File: src/rtl/ysyx_24090012_wb_pkg.sv
// ysyx_24090012_wb_pkg: shared types and default widths for the writeback arbiter
package ysyx_24090012_wb_pkg;
   typedef enum logic {WB_EXU = 1'b0, WB_LSU = 1'b1} wb_src_e;
   localparam int NUM_WB_SRC    = 2;
   localparam int WB_ADDR_WIDTH = 5;
   localparam int WB_DATA_WIDTH = 32;
endpackage

File: src/rtl/ysyx_24090012_scoreboard.sv
// ysyx_24090012_scoreboard: per-register busy bits, set wins over clear, bit 0 hardwired to 0
module ysyx_24090012_scoreboard
   import ysyx_24090012_wb_pkg::*;
#(
   parameter int ADDR_WIDTH = WB_ADDR_WIDTH
) (
   input  logic                       clk,
   input  logic                       rst,
   input  logic                       set_en_i,
   input  logic [ADDR_WIDTH-1:0]      set_idx_i,
   input  logic                       clr_en_i,
   input  logic [ADDR_WIDTH-1:0]      clr_idx_i,
   output logic [2**ADDR_WIDTH-1:0]   busy_o
);
   logic [2**ADDR_WIDTH-1:0] busy_q, busy_d;
   always_comb begin
      busy_d = busy_q;
      if (clr_en_i) busy_d[clr_idx_i] = 1'b0;
      if (set_en_i) busy_d[set_idx_i] = 1'b1;
      busy_d[0] = 1'b0;
   end
   always_ff @(posedge clk or negedge rst) begin
      if (!rst) busy_q <= '0;
      else      busy_q <= busy_d;
   end
   assign busy_o = busy_q;
endmodule

File: src/rtl/ysyx_24090012_wb_arbiter.sv
// ysyx_24090012_wb_arbiter: round-robin EXU/LSU writeback arbiter with busy scoreboard.
// Define YSYX_24090012_SB_CHECK_EN to compile in the sticky scoreboard protocol checker.
module ysyx_24090012_wb_arbiter
   import ysyx_24090012_wb_pkg::*;
#(
   parameter int ADDR_WIDTH = WB_ADDR_WIDTH,
   parameter int DATA_WIDTH = WB_DATA_WIDTH
) (
   input  logic                     clk,
   input  logic                     rst,
   input  logic                     dec_valid,
   input  logic [ADDR_WIDTH-1:0]    dec_rs1,
   input  logic [ADDR_WIDTH-1:0]    dec_rs2,
   input  logic [ADDR_WIDTH-1:0]    dec_rd,
   input  logic                     dec_rd_wen,
   output logic                     dec_ready,
   input  logic                     exu_valid,
   input  logic [ADDR_WIDTH-1:0]    exu_rd,
   input  logic [DATA_WIDTH-1:0]    exu_data,
   input  logic [31:0]              exu_pc,
   output logic                     exu_ready,
   input  logic                     lsu_valid,
   input  logic [ADDR_WIDTH-1:0]    lsu_rd,
   input  logic [DATA_WIDTH-1:0]    lsu_data,
   input  logic [31:0]              lsu_pc,
   output logic                     lsu_ready,
   output logic                     rf_wen,
   output logic [ADDR_WIDTH-1:0]    rf_waddr,
   output logic [DATA_WIDTH-1:0]    rf_wdata,
   output logic [31:0]              rf_pc,
   output logic [2**ADDR_WIDTH-1:0] sb_busy,
   output logic                     sb_err
);
   wb_src_e                prio_q, prio_d;
   logic                   rf_wen_q, rf_wen_d;
   logic [ADDR_WIDTH-1:0]  rf_waddr_q, g_rd;
   logic [DATA_WIDTH-1:0]  rf_wdata_q, g_data;
   logic [31:0]            rf_pc_q, g_pc;
   logic                   any_grant, set_en;
   logic [2**ADDR_WIDTH-1:0] busy;

   assign dec_ready = !(busy[dec_rs1] || busy[dec_rs2] || (dec_rd_wen && busy[dec_rd]));
   assign set_en    = dec_valid && dec_ready && dec_rd_wen && (dec_rd != '0);

   ysyx_24090012_scoreboard #(.ADDR_WIDTH(ADDR_WIDTH)) u_sb (
      .clk       (clk),
      .rst       (rst),
      .set_en_i  (set_en),
      .set_idx_i (dec_rd),
      .clr_en_i  (rf_wen_q),
      .clr_idx_i (rf_waddr_q),
      .busy_o    (busy)
   );

   always_comb begin
      exu_ready = exu_valid && (!lsu_valid || prio_q == WB_EXU);
      lsu_ready = lsu_valid && (!exu_valid || prio_q == WB_LSU);
      any_grant = exu_valid || lsu_valid;
      g_rd      = exu_ready ? exu_rd   : lsu_rd;
      g_data    = exu_ready ? exu_data : lsu_data;
      g_pc      = exu_ready ? exu_pc   : lsu_pc;
      rf_wen_d  = any_grant && (g_rd != '0);
      prio_d    = (exu_valid && lsu_valid) ? ((prio_q == WB_EXU) ? WB_LSU : WB_EXU) : prio_q;
   end

   // Address/data/pc hold when idle; only the enable drops.
   always_ff @(posedge clk or negedge rst) begin
      if (!rst) begin
         prio_q     <= WB_EXU;
         rf_wen_q   <= 1'b0;
         rf_waddr_q <= '0;
         rf_wdata_q <= '0;
         rf_pc_q    <= '0;
      end else begin
         prio_q   <= prio_d;
         rf_wen_q <= rf_wen_d;
         if (any_grant) begin
            rf_waddr_q <= g_rd;
            rf_wdata_q <= g_data;
            rf_pc_q    <= g_pc;
         end
      end
   end

   assign rf_wen   = rf_wen_q;
   assign rf_waddr = rf_waddr_q;
   assign rf_wdata = rf_wdata_q;
   assign rf_pc    = rf_pc_q;
   assign sb_busy  = busy;

`ifdef YSYX_24090012_SB_CHECK_EN
   logic err_q, bad_wb, bad_set;
   assign bad_wb  = any_grant && (g_rd != '0) && !busy[g_rd];
   assign bad_set = set_en && busy[dec_rd];
   always_ff @(posedge clk or negedge rst) begin
      if (!rst) err_q <= 1'b0;
      else begin
         if (bad_wb || bad_set) err_q <= 1'b1;
         if (bad_wb) $display("[SB] %0t writeback to idle rd %0d pc %h", $time, g_rd, g_pc);
         if (bad_set) $display("[SB] %0t issue re-sets busy rd %0d pc %h", $time, dec_rd, rf_pc_q);
      end
   end
   assign sb_err = err_q;
`else
   assign sb_err = 1'b0;
`endif
endmodule

File: config.mk
export PLATFORM = sky130hd
export DESIGN_NAME = ysyx_24090012_wb_arbiter
export DESIGN_NICKNAME = d
export VERILOG_FILES = /design/src/rtl/ysyx_24090012_wb_pkg.sv /design/src/rtl/ysyx_24090012_scoreboard.sv /design/src/rtl/ysyx_24090012_wb_arbiter.sv
export SDC_FILE = /design/constraint.sdc
export NUM_CORES = 1
export LEC_CHECK = 0
export ABC_AREA = 0
export BUFFER_PORTS_ARGS = -buffer_cell sky130_fd_sc_hd__buf_2
export CELL_PAD_IN_SITES_DETAIL_PLACEMENT = 1
export CELL_PAD_IN_SITES_GLOBAL_PLACEMENT = 1
export CORE_ASPECT_RATIO = 1.75
export CORE_UTILIZATION = 34
export DETAILED_ROUTE_END_ITERATION = 8
export HOLD_SLACK_MARGIN = 0.02
export PLACE_DENSITY = 0.76
export SLEW_MARGIN = 20
export SYNTH_ARGS = -nofsm -noshare
export SYNTH_HDL_FRONTEND = slang
export SYNTH_SLANG_ARGS = --single-unit
File: constraint.sdc
create_clock -name clk -period 3.4 [get_ports clk]
set_clock_uncertainty 0.05 [all_clocks]
set_input_delay 0.68 -clock clk [delete_from_list [all_inputs] [get_ports clk]]
set_output_delay 0.68 -clock clk [all_outputs]
set_load 0.01 [all_outputs]
==> flow_summary.ini <==
[placement]
numPlacedInstances = 1149
routabilityCongestion = 0.920
placement.io_buffers = 262
post-dp-hpwl_mm = 18.2

[run]
max-cap-violations = 0

[layout]
mostFrequentLayoutCell = buf_2
fin_util_pct = 45.5
fraction_of_layout_cells_with_a_size_suffix_above_1_pct = 35.7
number_of_nets_in_the_finished_design = 1088
syn_to_final_growth_pct = 31.5
fillerInstances = 2160
instances_no_fill = 1167
mostFrequentLayoutCells = 260 x buf_2, 128 x a21oi_1, 101 x dfrtp_1

[sta]
post-route-period-util_pct = 95.0
rsz0062_at_grt = no
fin_worst_hold_slack_ps = 208
setup_viol = 0
fmax_mhz = 310
tightestPinTransition_ps = 753
report.final.hold_viol_count = 0
setup_total_negative_slack_ps = 0
slew_headroom_pct = 49.8
finalWorstPathRequiredPeriod_ps = 3230
slew_viol_final = 0

[grt]
grt-busiest-layer = met2
globalRoute.totalOverflow = 0
number_of_global_route_vias_before_repair = 6740
pin_count_of_the_biggest_net_entering_global_routing = 132
globalRouteTotalUtil_pct = 27.9
gr-usage-met1_pct = 30.0
grt_antenna_before_repair = 2
met2_usage_pct = 50.1
met3_usage_pct = 6.10
grt_first_pass_wirelength_mm = 37.7

[synthesis]
edff_count_synth = 0
netlist_instances = 689
synth_top_flop_cell = dfrtp_1
yosys_warnings = 0
synth.mux.area_fraction_pct = 9.05
synth_xor_xnor_area_share_pct = 0.146
ys_top_cells_by_area = dfrtp_1 42%, a21oi_1 11%, o21ai_0 8.0%
synth_adder_area_share_pct = 0
synth-compound-area-share_pct = 26.4
ys_async_sr_fraction_pct = 100
synthSimpleGateAreaFrac_pct = 18.0
synth_top_area_share_pct = 42.5
yosys_register_bits = 102
yosys.area.top_type = dfrtp_1
seq_total_area_yosys_pct = 42.5
ys_types = 46
synth_top_family_by_area = compound AO/OA/AOI/OAI gates
synth.avg_cell_area_sq_um = 8.73
syn-cell-area_sq_mm = 0.00601

[route]
route.detailed.vias_per_inst = 5.63
routed_wirelength_mm = 25.2
drt_drc_violations_left = 0
drt_iter0_markers = 255
drt_first_pass_iters = 4
detail_route.wl_per_cell_um = 21.6
vias = 6570
ant_nets = 0

[die]
die_width_um = 103
io-pin-count = 265
dieArea_sq_mm = 0.0182
die_height_um = 178
initial_util_pct = 34.6
core_area_sq_mm = 0.0174
row_count = 64

[critical_path]
setup.worst_path.end_class = primary output
setup.worst_path.start = dec_rd[1]
cp_data_arrival_time_ps = 2500
critical_path_class = in2out
regToRegSetupSlack_ps = 670
reg_to_reg_startpoint = u_sb.busy_o[6]
reg2reg_to = u_sb.busy_o[16]
start_kind = input port
timing.critical_path.required_ps = 2670
worst-r2r-cell-count = 5
timing.critical_path.fanout_max = 13

[clock_tree]
clkTransAtPathRegs_ps = 80
clkLatencyLatePin_ps = 350
post_cts_resized = 0
clock_tree.root_cell = clkbuf_16
clockBufferDepth = 2
tritoncts.num_buffers = 9
clock_tree_from_tritoncts = built
clock_sink_count = 102
cts-htree-levels = 3
cts_post_setup_buffers_inserted = 0
cts_hold_repair.buffers = 0

[power]
powerDensity_mw_per_mm2 = 685
highest_ir_drop_seen_on_vdd_mv = 0.376
reported_leakage_power_uw = 0.00360
totalPowerFinal_uw = 5410

[status]
status = completed

[worst_hold_path]
hold_path.class = in2async
-- how the worst max path moves through the flow --
stage / end / cells past startpoint / slack [ps]
2_1_floorplan: dec_ready / 7 / 150
3_3_place_gp: dec_ready / 7 / 210
3_5_place_dp: dec_ready / 8 / 150
4_1_cts: dec_ready / 8 / 140
5_1_grt: dec_ready / 8 / 20
6_report: dec_ready / 8 / 170
-- routing by layer --
layer	vias to the layer above	wire, um
li1	2985	-
met1	3218	9100
met2	310	13300
met3	55	1700
met4	2	1110
met5	-	12
-- critical path, stage by stage --
cell and delay, ps:
buf_2 300, buf_4 240, mux2i_1 190, o22ai_1 90, a2111oi_1 450, nand2_1 100
a311oi_1 280, buf_2 170
-- cell usage after synthesis (all sizes together), types with 2 or more instances --
cell type / number
a221o: 2
nor2: 20
nand2b: 68
nand3: 12
nand2: 75
o21ai: 96
mux2i: 15
o22ai: 11
a311oi: 3
or3b: 7
nor2b: 3
nor3: 3
buf: 10
a21oi: 128
a221oi: 2
mux2: 11
nand4: 5
inv: 4
nand3b: 7
mux4: 12
clkbuf: 42
dfrtp: 102
o31ai: 32
-- kinds of logic after synthesis --
family / Yosys count
and+or+nand+nor: 207
buffers and inverters: 56
muxes: 38
other: 1
AOI/OAI and AO/OA: 284
xor gates and xnor gates: 1
DFF: 102
-- stage by stage --
step | area (sq um) | setup WS [ps]
5_1_grt | 7900 | 24.6
4_1_cts | 7890 | 137
6_report | 7910 | 169
3_5_place_dp | 7580 | 150
3_3_place_gp | 7580 | 212
2_1_floorplan | 6020 | 154
-- registers in the layout, summed over array words and instances, names as in the netlist --
signal	count
rf_pc	32
rf_wdata	32
rf_waddr	5
u_sb.busy_o	31
rf_wen	1
prio_q	1
-- where the power goes --
part	total, uW	leakage, uW	internal (uW)	switching, uW
sequential	2180	0.00123	1600	580
combinational	2110	0.00221	906	1210
clock	1120	0.000157	592	526
-- cell type report --
cell class                      count  area, sq um  area share, %
Antenna cell                        2         5.00         0.0633
Multi-Input combinational cell    532         3250           41.1
Sequential cell                   102         2550           32.3
Tap cell                          231          289           3.66
Timing Repair Buffer              280         1480           18.7
Inverter                            4         15.0          0.190
Clock inverter                      7         91.3           1.16
Clock buffer                        9          225           2.85
(Power assumes the default switching activity.)
